## src/rtl/mux_scan_pkg.sv

```systemverilog
// Shared types and constants for the multiplexed scan controller.
package mux_scan_pkg;

    localparam int CH_W  = 4;
    localparam int N_CH  = 16;
    localparam int CNT_W = 4;

    typedef enum logic [1:0] {
        ST_IDLE   = 2'd0,
        ST_SETTLE = 2'd1,
        ST_SAMPLE = 2'd2
    } state_e;

    // Next channel in the scan order; 15 wraps back to 0.
    function automatic logic [CH_W-1:0] ch_inc(input logic [CH_W-1:0] ch);
        return ch + CH_W'(1);
    endfunction

endpackage

```

## src/rtl/mux_scan_ctrl.sv

```systemverilog
// Scan controller for an external 16:1 mux: steps sel through a channel
// window, waits SETTLE_CYC cycles per channel, samples mux_out and publishes
// the assembled frame with a one-cycle valid pulse.
module mux_scan_ctrl
    import mux_scan_pkg::*;
#(
    parameter int SETTLE_CYC = 1
) (
    input  logic            clk,
    input  logic            rst_n,
    input  logic            start,
    input  logic            abort,
    input  logic            cont,
    input  logic [CH_W-1:0] first_ch,
    input  logic [CH_W-1:0] last_ch,
    output logic [CH_W-1:0] sel,
    input  logic            mux_out,
    output logic [N_CH-1:0] data,
    output logic            valid,
    output logic            busy
);

    localparam logic [CNT_W-1:0] SETTLE_LAST = CNT_W'(SETTLE_CYC - 1);

    state_e            state_q, state_d;
    logic [CH_W-1:0]   sel_q, sel_d;
    logic [CH_W-1:0]   first_q, first_d;
    logic [CH_W-1:0]   last_q, last_d;
    logic [N_CH-1:0]   shadow_q, shadow_d;
    logic [N_CH-1:0]   data_q, data_d;
    logic              valid_q, valid_d;
    logic              busy_q, busy_d;
    logic [CNT_W-1:0]  cnt_q, cnt_d;
    logic [N_CH-1:0]   merged;

    // Next-state and output computation for the IDLE/SETTLE/SAMPLE sequencer.
    always_comb begin
        state_d  = state_q;
        sel_d    = sel_q;
        first_d  = first_q;
        last_d   = last_q;
        shadow_d = shadow_q;
        data_d   = data_q;
        valid_d  = 1'b0;
        busy_d   = busy_q;
        cnt_d    = cnt_q;
        merged   = shadow_q;
        merged[sel_q] = mux_out;

        case (state_q)
            ST_IDLE: begin
                // abort beats a simultaneous start
                if (start && !abort) begin
                    first_d  = first_ch;
                    last_d   = last_ch;
                    sel_d    = first_ch;
                    shadow_d = '0;
                    cnt_d    = '0;
                    busy_d   = 1'b1;
                    state_d  = ST_SETTLE;
                end
            end
            ST_SETTLE: begin
                if (abort) begin
                    busy_d  = 1'b0;
                    cnt_d   = '0;
                    state_d = ST_IDLE;
                end else if (cnt_q == SETTLE_LAST) begin
                    cnt_d   = '0;
                    state_d = ST_SAMPLE;
                end else begin
                    cnt_d = cnt_q + CNT_W'(1);
                end
            end
            ST_SAMPLE: begin
                if (abort) begin
                    busy_d  = 1'b0;
                    state_d = ST_IDLE;
                end else if (sel_q != last_q) begin
                    shadow_d = merged;
                    sel_d    = ch_inc(sel_q);
                    state_d  = ST_SETTLE;
                end else begin
                    // frame complete: publish, then re-arm on the latched window or stop
                    data_d  = merged;
                    valid_d = 1'b1;
                    if (cont) begin
                        sel_d    = first_q;
                        shadow_d = '0;
                        cnt_d    = '0;
                        state_d  = ST_SETTLE;
                    end else begin
                        shadow_d = merged;
                        busy_d   = 1'b0;
                        state_d  = ST_IDLE;
                    end
                end
            end
            default: begin
                busy_d  = 1'b0;
                state_d = ST_IDLE;
            end
        endcase
    end

    // State register with synchronous active-low reset.
    always_ff @(posedge clk) begin
        if (!rst_n) begin
            state_q  <= ST_IDLE;
            sel_q    <= '0;
            first_q  <= '0;
            last_q   <= '0;
            shadow_q <= '0;
            data_q   <= '0;
            valid_q  <= 1'b0;
            busy_q   <= 1'b0;
            cnt_q    <= '0;
        end else begin
            state_q  <= state_d;
            sel_q    <= sel_d;
            first_q  <= first_d;
            last_q   <= last_d;
            shadow_q <= shadow_d;
            data_q   <= data_d;
            valid_q  <= valid_d;
            busy_q   <= busy_d;
            cnt_q    <= cnt_d;
        end
    end

    assign sel   = sel_q;
    assign data  = data_q;
    assign valid = valid_q;
    assign busy  = busy_q;

endmodule

```

## config.mk

```make
export PLATFORM = sky130hd
export DESIGN_NAME = mux_scan_ctrl
export DESIGN_NICKNAME = d
export VERILOG_FILES = /design/src/rtl/mux_scan_pkg.sv /design/src/rtl/mux_scan_ctrl.sv
export SDC_FILE = /design/constraint.sdc
export NUM_CORES = 1
export LEC_CHECK = 0
export CORE_MARGIN = 5
export CORE_UTILIZATION = 46
export CTS_CLUSTER_DIAMETER = 100
export DETAILED_ROUTE_END_ITERATION = 7
export HOLD_SLACK_MARGIN = 0.06
export PLACE_DENSITY = 0.69
export SLEW_MARGIN = 15
export SYNTH_ARGS = -nofsm -noshare
export SYNTH_HDL_FRONTEND = slang
export SYNTH_SLANG_ARGS = --single-unit
```

## constraint.sdc

```tcl
create_clock -name clk -period 3.9 [get_ports clk]
set_input_delay 1.17 -clock clk [delete_from_list [all_inputs] [get_ports clk]]
set_output_delay 1.17 -clock clk [all_outputs]
set_load 0.005 [all_outputs]
```

==> impl_results.md, run 1 <==
- Post-CTS setup buffer count: 0
- Final cycle utilization of the critical path: roughly 70%
- Share of cells above drive strength 1: 11.84%
- Family with the most delay on the worst path: flip-flops
- Flop-to-flop setup slack: approximately 1.8 ns
- Initial Util: about 48%
- Leading area contributor after synthesis: dfxtp_1
- # IOs: 36
- Syn. warnings: 0
- Largest family of logic cells by synthesized area: simple AND/OR/NAND/NOR gates
- CTS Buf Count: 5
- Ant. Diodes: 0
- Overflow left after global routing: 0
- Fin Setup TNS: 0 ns
- P per Cell Area: around 330 nW/µm²
- Vias in the first global route: ~2,000
- Adder-cell share of the synthesized area: between 2 and 3%
- Routed WL: approximately 5.3 mm
- Core area: around 5500 µm²
- Period minus WS final: approximately 2.8 ns
- Mean Syn Cell Area: about 9.6 µm²
- Hold_buf cts: 0
- Post-synth ARST share: 0%
- GP Congestion: between 0.7 and 0.8
- Clk Latency, worst-skew pair: ~0.3 ns
- Post-Syn Nets: 295
- CP max FO: 11
- Synth area leaders: dfxtp_1 (39%), nor2b_1 (9.3%), mux2_2 (7.3%)
- Worst EP arrival: 1.63 ns
- CTS tree: yes
- Via density: approximately 5.2
- Largest net degree at the start of global routing: 34
- Status: complete, no violations
- Worst Max-Slew Pin Slew: 0.7335 ns
- Number of DRC markers in iteration 0: 105
- Via count: ~2,000
- Detail Placement HPWL: approximately 3.5 mm
- Final Setup Violations: 0
- Headroom to the max-slew limit: around 51%
- Post_cts resized: 0
- DR pass1 iterations: 4
- Synth Flop Type: dfxtp_1
- H-tree levels: 2
- Post-synthesis instance total: roughly 280
- Yosys top cell area share: between 30% and 40%
- Worst Path Buf+Inv: 1
- Simple-gate share of the synthesized area: a little over a fifth
- Initial antenna violation count: 0
- Clk pin slew, worst setup/hold paths: around 0.09 ns
- Residual DRC count: 0
- Post-synth EDFFs: 0
- Worst hold path class: flip-flop to flip-flop
- Post-synthesis xor/xnor area fraction: under 10%
- Worst path slowest cell: dfxtp_1
- Final total power: about 0.001 W
- CP required: around 2.7 ns
- Worst setup SP type: flip-flop
- Port bufs: 35
- Synth-to-Final Area Change: 16.18%
- Rows: 27
- Die Y: between 80 and 90 µm
- CTS Root Cell: clkbuf_8
- Worst setup EP type: output port
- Unique masters post-synth: 46
- Crit path cell chain: clkdlybuf4s50_1
- Die area: 7345 µm²
- #FFs+latches synth: 52
- Final max-slew violation count: 0
- Skew final: slightly below 0.008 ns
- Final hold violations: 0
- Worst vdd ir: 0.2097 mV
- First-pass GRT wire length: between 9 and 10 mm
- Net count, final: about 320
- Mux share of post-synthesis cell area: 13.34%
- Post-route ant nets: 0
- Synth Area in Compound Gates: around 15%
- Leak: 1.035 nW
- Final core occ: a little under three fifths
- Clock sinks: 52
- RSZ-0062 raised after global routing: false
- Register area share after synthesis: between 30% and 40%
- Synthesized area: approximately 2600 µm²
- Die Wd: between 80 and 90 µm
- Crit-path max cell delay: 0.72 ns
- Setup CP Type: flip-flop to output port
- Clk buf depth: 2
- Fmax: about 360 MHz
- Wire per inst: ~14 µm
- Max-capacitance violation count: 0
- GRT Total Usage: around 15%
## state kept, by name, summed over array words and instances (netlist names)
signal	cells
data	16
last_q	4
valid	1
state_q	2
shadow_q	16
sel	4
first_q	4
cnt_q	4
busy	1
## cells in the final DEF, fill, tap and decap left out, types with 7 or more instances in the layout
cell type,instances
dfxtp_1,52
nor2b_1,39
nand2_1,39
clkdlybuf4s50_1,35
mux2_2,17
a22oi_1,17
mux2i_1,16
a21boi_0,8
nor2_1,7
## cell usage after synthesis, types with 2 or more instances
master	count
inv_1	6
xnor2_1	4
mux2_2	17
nand2_1	39
nor2_1	7
o21ai_1	5
nor2b_1	39
clkbuf_1	6
dfxtp_1	52
o21a_1	2
buf_6	4
mux2i_1	16
a22oi_1	17
nand3_1	6
buf_2	3
o21ai_0	3
ha_1	6
and2_1	2
o211ai_1	5
a31oi_1	3
a21boi_0	8
## worst paths after layout
kind / cells after the start / from / endpoint
setup / recovery: 1 / sel[3]$_SDFFE_PN0P_ / sel[3]
hold / removal: 2 / first_q[3]$_SDFFE_PN0P_ / first_q[3]$_SDFFE_PN0P_
setup reg to reg: 5 / sel[2]$_SDFFE_PN0P_ / shadow_q[4]$_SDFFE_PN0P_
hold reg to reg: 2 / first_q[3]$_SDFFE_PN0P_ / first_q[3]$_SDFFE_PN0P_
## where the power goes
part           switching (W)  internal (W)
sequential         0.0000193      0.000540
clock               0.000169      0.000145
combinational      0.0000679     0.0000649
## metal layers
metal	GRT usage, %	share of wire [%]
met1	20.83	49
met2	23.16	45
met3	3.266	4.5
met4	4.892	1.2
met5	0	0
## cells by family after synthesis
family | count (synthesis)
AO/OA/AOI/OAI | 53
buffers and inverters | 23
AND/OR/NAND/NOR | 102
adder cells (fa/ha/maj) | 6
XOR/XNOR | 6
multiplexers | 33
flip-flops | 52
## area by class of cell
cell class	instances	area (µm²)
Timing Repair Buffer	38	372.9
Inverter	6	22.52
Fill cell	516	2477
Multi-Input combinational cell	200	1446
Sequential cell	52	1041
Tap cell	72	90.09
Clock buffer	8	90.09
## through the flow
stage / cells / hold WS (ns) / area [µm²] / setup slack (ns)
5_1_grt: 376 / 0.4951 / 3063 / 1.030
3_3_place_gp: 368 / 0.4586 / 2973 / 0.9867
4_1_cts: 376 / 0.4744 / 3063 / 1.075
6_report: 376 / 0.4717 / 3063 / 1.096
3_5_place_dp: 368 / 0.4615 / 2973 / 0.9308
2_1_floorplan: 275 / 0.4410 / 2636 / 1.820
(Power assumes the default switching activity.)
==> inputs of run 2 (changes only) <==
==> constraint.sdc (replaced) <==
create_clock -name clk -period 2.95 [get_ports clk]
set_input_delay 0.885 -clock clk [delete_from_list [all_inputs] [get_ports clk]]
set_output_delay 0.885 -clock clk [all_outputs]
set_load 0.005 [all_outputs]
==> run 2 against run 1 <==
Compared with the run above: worst hold slack improved by 0.0079 ns; cell area increased by 1.3%; sequential share of layout area decreased by 0.45 points; setup slack got worse by 0.44 ns; clock power increased by 34%; die area unchanged; cell count increased by 0.80%; global-route usage increased by 0.34 points; non-clock buffer count increased by 3; clock skew increased by 0.0053 ns; via count decreased by 1.5%; sequential power increased by 30%; critical path type unchanged; largest power group unchanged; highest routed layer unchanged.
==> impl_results.md, run 2 (synthesis results as in run 1) <==
- Period minus WS final: around 2.3 ns
- Clock sinks: 52 (unchanged)
- Flop pwr share: 54.4% (was 55.6%)
- CP max FO: 8 (was 11)
- Clk Latency, worst-skew pair: 0.32 ns (was 0.30 ns)
- Worst hold path class: flip-flop to flip-flop (unchanged)
- Worst Max-Slew Pin Slew: 0.7693 ns (was 0.7335 ns)
- Post_cts resized: 0 (unchanged)
- Post-CTS setup buffer count: 0 (unchanged)
- Hold path startpoint: first_q[0]$_SDFFE_PN0P_ (was first_q[3]$_SDFFE_PN0P_)
- Synth-to-Final Area Change: 17.75% (was 16.18%)
- Gate power share: 14.3% (was 13.2%)
- GRT Total Usage: 15.36% (was 15.02%)
- Hold_buf cts: 0 (unchanged)
- Final hold violations: 0 (unchanged)
- Final Setup Violations: 0 (unchanged)
- Fin Setup TNS: 0 ns (unchanged)
- First-pass GRT wire length: 9.177 mm (was 9.149 mm)
- Ant. Diodes: 0 (unchanged)
- Overflow left after global routing: 0 (unchanged)
- Crit path cell chain: clkdlybuf4s50_1 (unchanged)
- Commonest non-fill, non-tap cell in the layout: dfxtp_1 (unchanged)
- Sw Ratio: 27.44% (was 25.42%)
- Status: complete, no violations (unchanged)
- Skew final: 0.01319 ns (was 0.007861 ns)
- Headroom to the max-slew limit: 48.71% (was 50.94%)
- P per Cell Area: 432.3 nW/µm² (was 328.6 nW/µm²)
- RSZ-0062 raised after global routing: false (unchanged)
- Die Wd: 85.71 µm (unchanged)
- Crit-path max cell delay: 0.57 ns (was 0.72 ns)
- Net count, final: 326 (was 323)
- Worst setup SP type: flip-flop (unchanged)
- Net switching power: 0.0003682 W (was 0.0002559 W)
- Die Y: 85.71 µm (unchanged)
- Flop-to-flop setup slack: 1.05 ns (was 1.84 ns)
- Worst r2r src: sel[2]$_SDFFE_PN0P_ (unchanged)
- Via density: 5.103 (was 5.221)
- FF-to-FF path depth: 7 (was 5)
- Hold Crit Endpoint: first_q[0]$_SDFFE_PN0P_ (was first_q[3]$_SDFFE_PN0P_)
- Max-capacitance violation count: 0 (unchanged)
- CTS Root Cell: clkbuf_8 (unchanged)
- Residual DRC count: 0 (unchanged)
- Share of cells above drive strength 1: 13.68% (was 11.84%)
- Leak: 1.052 nW (was 1.035 nW)
- Vias in the first global route: 1,950 (unchanged)
- Setup WS pre-CTS: 0.1561 ns (was 0.9308 ns)
- Final cycle utilization of the critical path: 77.63%
- Highest-count cells in the layout ignoring fill and taps: dfxtp_1 (52), nor2b_1 (39), nand2_1 (39) (unchanged)
- Dpl cells: 371 (was 368)
- Initial Util: 47.58% (unchanged)
- GP Congestion: 0.7859 (was 0.7337)
- Worst EP arrival: 1.41 ns (was 1.63 ns)
- Largest net degree at the start of global routing: 28 (was 34)
- Grt met2 use: 24.79% (was 23.16%)
- Post-route ant nets: 0 (unchanged)
- Die area: 7345 µm² (unchanged)
- Worst vdd ir: 0.2603 mV (was 0.2097 mV)
- Busiest grt layer: met2 (unchanged)
- Worst path slowest cell: clkdlybuf4s50_1 (was dfxtp_1)
- Final total power: 0.001342 W (was 0.001006 W)
- Via count: 1,934 (was 1,963)
- Number of DRC markers in iteration 0: 91 (was 105)
- GR Util met3: 3.746% (was 3.266%)
- CP required: 2.07 ns (was 2.73 ns)
- CTS tree: yes (unchanged)
- Initial antenna violation count: 0 (unchanged)
- CTS Buf Count: 5 (unchanged)
- Wire per inst: 14.20 µm (was 14.04 µm)
- Core area: 5540 µm² (unchanged)
- Reg2reg end: data[5]$_SDFFE_PN0P_ (was shadow_q[4]$_SDFFE_PN0P_)
- Worst setup EP type: output port (unchanged)
- H-tree levels: 2 (unchanged)
- Hold path depth: 2 (unchanged)
- Clk pin slew, worst setup/hold paths: 0.10 ns (was 0.09 ns)
- Worst Path Buf+Inv: 1 (unchanged)
- Setup CP Type: flip-flop to output port (unchanged)
- Non-Filler Instances: 379 (was 376)
- Clock power share: 31.3% (was 31.2%)
- Setup ws final: 0.6599 ns (was 1.096 ns)
- Met1 GRT Util: 20.04% (was 20.83%)
- Rows: 27 (unchanged)
- P_int: 0.0009736 W (was 0.0007506 W)
- Routed WL: 5.381 mm (was 5.279 mm)
- Final max-slew violation count: 0 (unchanged)
- DR pass1 iterations: 4 (unchanged)
- Fmax: 436.7 MHz
- Clk buf depth: 2 (unchanged)
- Final core occ: 56.03% (was 55.28%)
- Family with the most delay on the worst path: buffers and inverters (was flip-flops)
- Detail Placement HPWL: 3.620 mm (was 3.532 mm)
- # IOs: 36 (unchanged)
- Port bufs: 35 (unchanged)
[run 2: cell types whose count changed in the layout (fill, tap and decap cells not counted), sizes merged]
cell and change:
clkinvlp +2, clkbuf -3, buf +3, clkinv +1
[run 2: how the worst max path moves through the flow]
stage / from / to / slack (ns) / depth (start not counted)
2_1_floorplan: abort / cnt_q[2]$_SDFFE_PN0P_ / 1.15 / 4
3_3_place_gp: start / shadow_q[3]$_SDFFE_PN0P_ / 0.24 / 4
3_5_place_dp: start / shadow_q[1]$_SDFFE_PN0P_ / 0.16 / 4
4_1_cts: start / shadow_q[1]$_SDFFE_PN0P_ / 0.48 / 4
5_1_grt: sel[0]$_SDFFE_PN0P_ / sel[0] / 0.57 / 1
6_report: sel[0]$_SDFFE_PN0P_ / sel[0] / 0.66 / 1
[run 2: cell type report]
class / instances / area (µm²)
tap: 72 / 90.09
clock buffer: 5 / 68.82
multi-input combinational: 200 / 1450
inverter: 6 / 22.52
timing repair buffer: 41 / 407.9
clock inverter: 3 / 23.77
sequential: 52 / 1041
fill: 519 / 2436
[run 2: power by group through the flow]
stage,clock (W),sequential (W),combinational (W)
detailed placement,0,0.000746,0.000192
finish,0.000420,0.000730,0.000192
global route,0.000466,0.000733,0.000211
global placement,0,0.000746,0.000189
CTS,0.000433,0.000730,0.000193
floorplan,0,0.000742,0.000142
[run 2: stage by stage]
stage                     hold slack [ns]  area [µm²]
after global routing               0.5174        3104
after global placement             0.4564        3008
after detailed placement           0.4687        3008
after floorplan                    0.4410        2636
final                              0.4796        3104
after CTS                          0.4823        3100
[run 2: per-layer routing]
metal / wire length [µm] / share of wire, %
met1: 2656 / 49
met2: 2442 / 45
met3: 205 / 3.8
met4: 77 / 1.4
met5: 0 / 0
==> inputs of run 3 (changes only) <==
--- a/config.mk
+++ b/config.mk
@@ -10,7 +10,7 @@
 export CTS_CLUSTER_DIAMETER = 100
 export DETAILED_ROUTE_END_ITERATION = 7
 export HOLD_SLACK_MARGIN = 0.06
-export PLACE_DENSITY = 0.69
+export PLACE_DENSITY = 0.71
 export SLEW_MARGIN = 15
 export SYNTH_ARGS = -nofsm -noshare
 export SYNTH_HDL_FRONTEND = slang
==> constraint.sdc (replaced) <==
create_clock -name clk -period 1.94 [get_ports clk]
set_input_delay 0.582 -clock clk [delete_from_list [all_inputs] [get_ports clk]]
set_output_delay 0.582 -clock clk [all_outputs]
set_load 0.005 [all_outputs]
==> run 3 against run 2 <==
Compared with the run above: worst hold slack got worse by 0.0051 ns; cell count increased by 2.1%; count of clock-buffer cells in the layout unchanged; largest cell class unchanged; power increased by 51%.
==> impl_results.md, run 3 (synthesis results as in run 1) <==
- RSZ-0062 raised after global routing: false (unchanged)
- Post-route cell area: 3211 µm² (was 3104 µm²)
- Setup WS pre-CTS: -0.2219 ns (was 0.1561 ns)
- CTS Buf Count: 5 (unchanged)
- Core area: 5540 µm² (unchanged)
- CTS Root Cell: clkbuf_8 (unchanged)
- Number of DRC markers in iteration 0: 113 (was 91)
- Final max-slew violation count: 0 (unchanged)
- Port bufs: 35 (unchanged)
- Clk buf depth: 2 (unchanged)
- Setup CP Type: input pin to flip-flop (was flip-flop to output port)
- Family with the most delay on the worst path: compound AO/OA/AOI/OAI gates (was buffers and inverters)
- Commonest non-fill, non-tap cell in the layout: dfxtp_1 (unchanged)
- Fin Hold WS: 0.4746 ns (was 0.4796 ns)
- Worst Path Buf+Inv: 1 (unchanged)
- Crit-path max cell delay: 0.56 ns (was 0.57 ns)
- Via count: 1,996 (was 1,934)
- Max-capacitance violation count: 0 (unchanged)
- Synth-to-Final Area Change: 21.78% (was 17.75%)
- First-pass GRT wire length: 9.170 mm (was 9.177 mm)
- # IOs: 36 (unchanged)
- Die Wd: 85.71 µm (unchanged)
- Die area: 7345 µm² (unchanged)
- Overflow left after global routing: 0 (unchanged)
- # fillers: 526 (was 519)
- Worst path slowest cell: clkdlybuf4s50_1 (unchanged)
- Worst hold path class: flip-flop to flip-flop (unchanged)
- Final hold violations: 0 (unchanged)
- DR pass1 iterations: 4 (unchanged)
- Post-DP Area: 3126 µm² (was 3008 µm²)
- Largest net degree at the start of global routing: 54 (was 28)
- Status: complete, no violations (unchanged)
- Skew final: 0.006002 ns (was 0.01319 ns)
- Ant. Diodes: 0 (unchanged)
- Initial antenna violation count: 0 (unchanged)
- Clock sinks: 52 (unchanged)
- Headroom to the max-slew limit: 71.56% (was 48.71%)
- Worst setup EP type: flip-flop (was output port)
- Post-CTS setup buffer count: 0 (unchanged)
- Share of cells above drive strength 1: 16.51% (was 13.68%)
- Setup ws final: 0.09770 ns (was 0.6599 ns)
- Worst Max-Slew Pin Slew: 0.4257 ns (was 0.7693 ns)
- Period minus WS final: around 1.8 ns
- H-tree levels: 2 (unchanged)
- Clk pin slew, worst setup/hold paths: 0.09 ns (was 0.10 ns)
- GP Congestion: 0.7891 (was 0.7859)
- Highest-count cells in the layout ignoring fill and taps: dfxtp_1 (49), nor2b_1 (39), nand2_1 (39) (was dfxtp_1 (52), nor2b_1 (39), nand2_1 (39))
- Final cycle utilization of the critical path: a little over nine tenths
- Die Y: 85.71 µm (unchanged)
- CTS tree: yes (unchanged)
- Rows: 27 (unchanged)
- Fmax: between 500 and 600 MHz
- Worst setup SP type: input pin (was flip-flop)
- Wire per inst: 13.42 µm (was 14.20 µm)
- Routed WL: 5.193 mm (was 5.381 mm)
- Worst EP arrival: 2.03 ns (was 1.41 ns)
- GRT Total Usage: 15.20% (was 15.36%)
- Net count, final: 335 (was 326)
- Post-route ant nets: 0 (unchanged)
- P per Cell Area: 629.0 nW/µm² (was 432.3 nW/µm²)
- CP max FO: 6 (was 8)
- Final Setup Violations: 0 (unchanged)
- Clk Latency, worst-skew pair: 0.30 ns (was 0.32 ns)
- Detail Placement HPWL: 3.570 mm (was 3.620 mm)
- Final core occ: 57.95% (was 56.03%)
- Worst vdd ir: 0.5286 mV (was 0.2603 mV)
- Crit path cell chain: clkdlybuf4s50_1 > nor2b_1 > o21bai_1 > a22o_2 > o21ai_0 > a21boi_1 (was clkdlybuf4s50_1)
- Leak: 1.110 nW (was 1.052 nW)
- Vias in the first global route: 1,982 (was 1,950)
- Initial Util: 47.58% (unchanged)
- CP required: 2.13 ns (was 2.07 ns)
- Residual DRC count: 0 (unchanged)
- Fin Setup TNS: 0 ns (unchanged)
- Via density: 5.158 (was 5.103)
==> run 3: cell types whose count changed in the layout (fill, tap and decap cells not counted), sizes merged <==
cell / previous run / this run
clkinvlp: 2 / 1
buf: 6 / 15
==> run 3: report_power, final <==
part / internal, W / switching, W
logic: 0.000163 / 0.000155
registers: 0.00109 / 0.0000273
clock network: 0.000245 / 0.000342
total: 0.00150 / 0.000524
==> run 3: worst register-to-register path: stages, from the launching register on <==
cell	delay [ns]
dfxtp_2	0.38
xnor2_1	0.26
nand4_4	0.19
nor3_2	0.23
buf_12	0.21
mux2i_1	0.20
nor2b_1	0.06
==> run 3: what timing repair did <==
action / in CTS / in global routing
endpoints found under the setup margin: 2 / 1
pin swaps: 0 / 0
resized for setup: 2 / 1
hold buffers: 0 / 0
==> run 3: metrics by stage <==
stage	cells	power [W]
global route	387	0.002124
finish	387	0.002019
detailed placement	380	0.001457
CTS	387	0.002045
floorplan	275	0.001343
global placement	380	0.001453
==> run 3: final cells by class <==
cell class              instances  area (µm²)  area share [%]
multi-input cells             200        1446           45.05
flip-flops and latches         52        1045           32.54
repair buffers                 50       525.5           16.37
well taps                      72       90.09           2.806
clock buffers                   5       68.82           2.143
inverters                       6       22.52          0.7015
clock inverters                 2       12.51          0.3897
==> run 3: path summary, 6_finish.rpt <==
kind	slack, ns	cells past startpoint	end	from
setup reg to reg	0.31	6	data[10]$_SDFFE_PN0P_	sel[0]$_SDFFE_PN0P_
hold reg to reg	0.47	2	first_q[0]$_SDFFE_PN0P_	first_q[0]$_SDFFE_PN0P_
hold / removal	0.47	2	first_q[0]$_SDFFE_PN0P_	first_q[0]$_SDFFE_PN0P_
setup / recovery	0.1	6	cnt_q[2]$_SDFFE_PN0P_	abort
==> run 3: layer usage <==
| layer | GRT usage [%] | routed length (µm) |
|---|---|---|
| met5 | 0 | 0 |
| met1 | 20.20 | 2589 |
| met3 | 2.978 | 132 |
| met2 | 24.79 | 2425 |
| met4 | 4.892 | 46 |
==> edit: new RTL, config.mk and constraints of run 3 <==
The 3 states of `state_e` get a one-hot encoding in 3 bits.
--- a/src/rtl/mux_scan_pkg.sv
+++ b/src/rtl/mux_scan_pkg.sv
@@ -5,10 +5,10 @@
     localparam int N_CH  = 16;
     localparam int CNT_W = 4;
 
-    typedef enum logic [1:0] {
-        ST_IDLE   = 2'd0,
-        ST_SETTLE = 2'd1,
-        ST_SAMPLE = 2'd2
+    typedef enum logic [2:0] {
+        ST_IDLE   = 3'b001,
+        ST_SETTLE = 3'b010,
+        ST_SAMPLE = 3'b100
     } state_e;
 
     // Next channel in the scan order; 15 wraps back to 0.
Formal check against the unedited RTL: no difference found for any inputs over 4 cycles, from zero or initial values and one cycle with rst_n low; so few cycles prove little.
==> edit against run 3 <==
- worst hold slack improved by 5.9 ps
- setup slack lost 27 ps
- sequential cell count grew 1
- power rose by 18%
- first-iteration DRC count increased by 59%
- via count grew 6.5%
- routed wire length is 8.2% higher
- final area fell by 0.94%
- sequential share of layout area increased by 0.94 points
- global-route usage grew 1.3 points
- count of clock-buffer cells in the layout is 2 higher
- synthesized area fell by 4.8%
- combinational power grew 37%
- critical path type is now reg2out
- largest cell class unchanged
- highest routed layer unchanged
==> edit: results (changes against run 3) <==
post-place-ws_ps: -405.0  # -183.1 ps
dp_cells: 391  # +2.9%
gp_congestion: 0.8199  # +3.9%
grt_max_degree: 23  # -57%
crit_type: "reg2out"
tightest_slew_ps: 359.1  # -66.59 ps
dpl-instance-area_um2: 3062  # -2.0%
seq_area_frac_synth: 0.4227  # +0.02786
startpoint: "sel[3]$_SDFFE_PN0P_"
leakage_uw: 0.001199  # +8.0%
muxShareOfSynthArea: 0.1401  # +0.006715
path_delay_family: "buffers and inverters"
p_sw_uw: 637.3  # +22%
r2r_start: "state_q[2]$_SDFFE_PN0P_"
synth_nets: 301  # +2.0%
grt_pass1_vias: 2080  # +4.9%
avgRoutedWirePerCell_um: 14.08  # +4.9%
comb_cell_power_uw: 433  # +37%
grt_first_pass_wirelength_mm: 9.735  # +6.2%
irDropWorstVdd_v: 0.0005455  # +3.2%
synth_fa_ha_area_frac: 0.02991  # +0.001434
ys_types: 44  # -4.3%
nFillCells: 473  # -10%
hold_start: "data[10]$_SDFFE_PN0P_"
nets: 348  # +3.9%
critPathArrivalTime_ps: 1290  # -740 ps
synth-compound-area-share: 0.1565  # +0.008927
crit_fanout: 5  # -1
p_clk_frac: 0.328  # +0.037
outcome: "finished, final reports clean"
## edit: layout make-up
cell class,count,area (um^2),area share
clock buffer,7,86.33,0.02714
tap,70,87.58,0.02754
multi-input combinational,204,1350,0.4245
inverter,8,30.03,0.009441
timing repair buffer,56,531.8,0.1672
clock inverter,1,30.03,0.009441
sequential,53,1065,0.3348
## edit: worst paths after layout
kind | end | slack (ps) | cells after the start
max | sel[3] | 70 | 1
min | data[10]$_SDFFE_PN0P_ | 480 | 2
max reg2reg | cnt_q[2]$_SDFFE_PN0P_ | 200 | 6
min reg2reg | data[10]$_SDFFE_PN0P_ | 480 | 2
## edit: routing by layer
layer / up-vias / track usage / part of all wire
met5: - / 0 / 0
met4: 0 / 0.05263 / 0.012
met3: 8 / 0.03356 / 0.034
met2: 34 / 0.2777 / 0.48
met1: 1011 / 0.2123 / 0.47
li1: 1073 / - / -
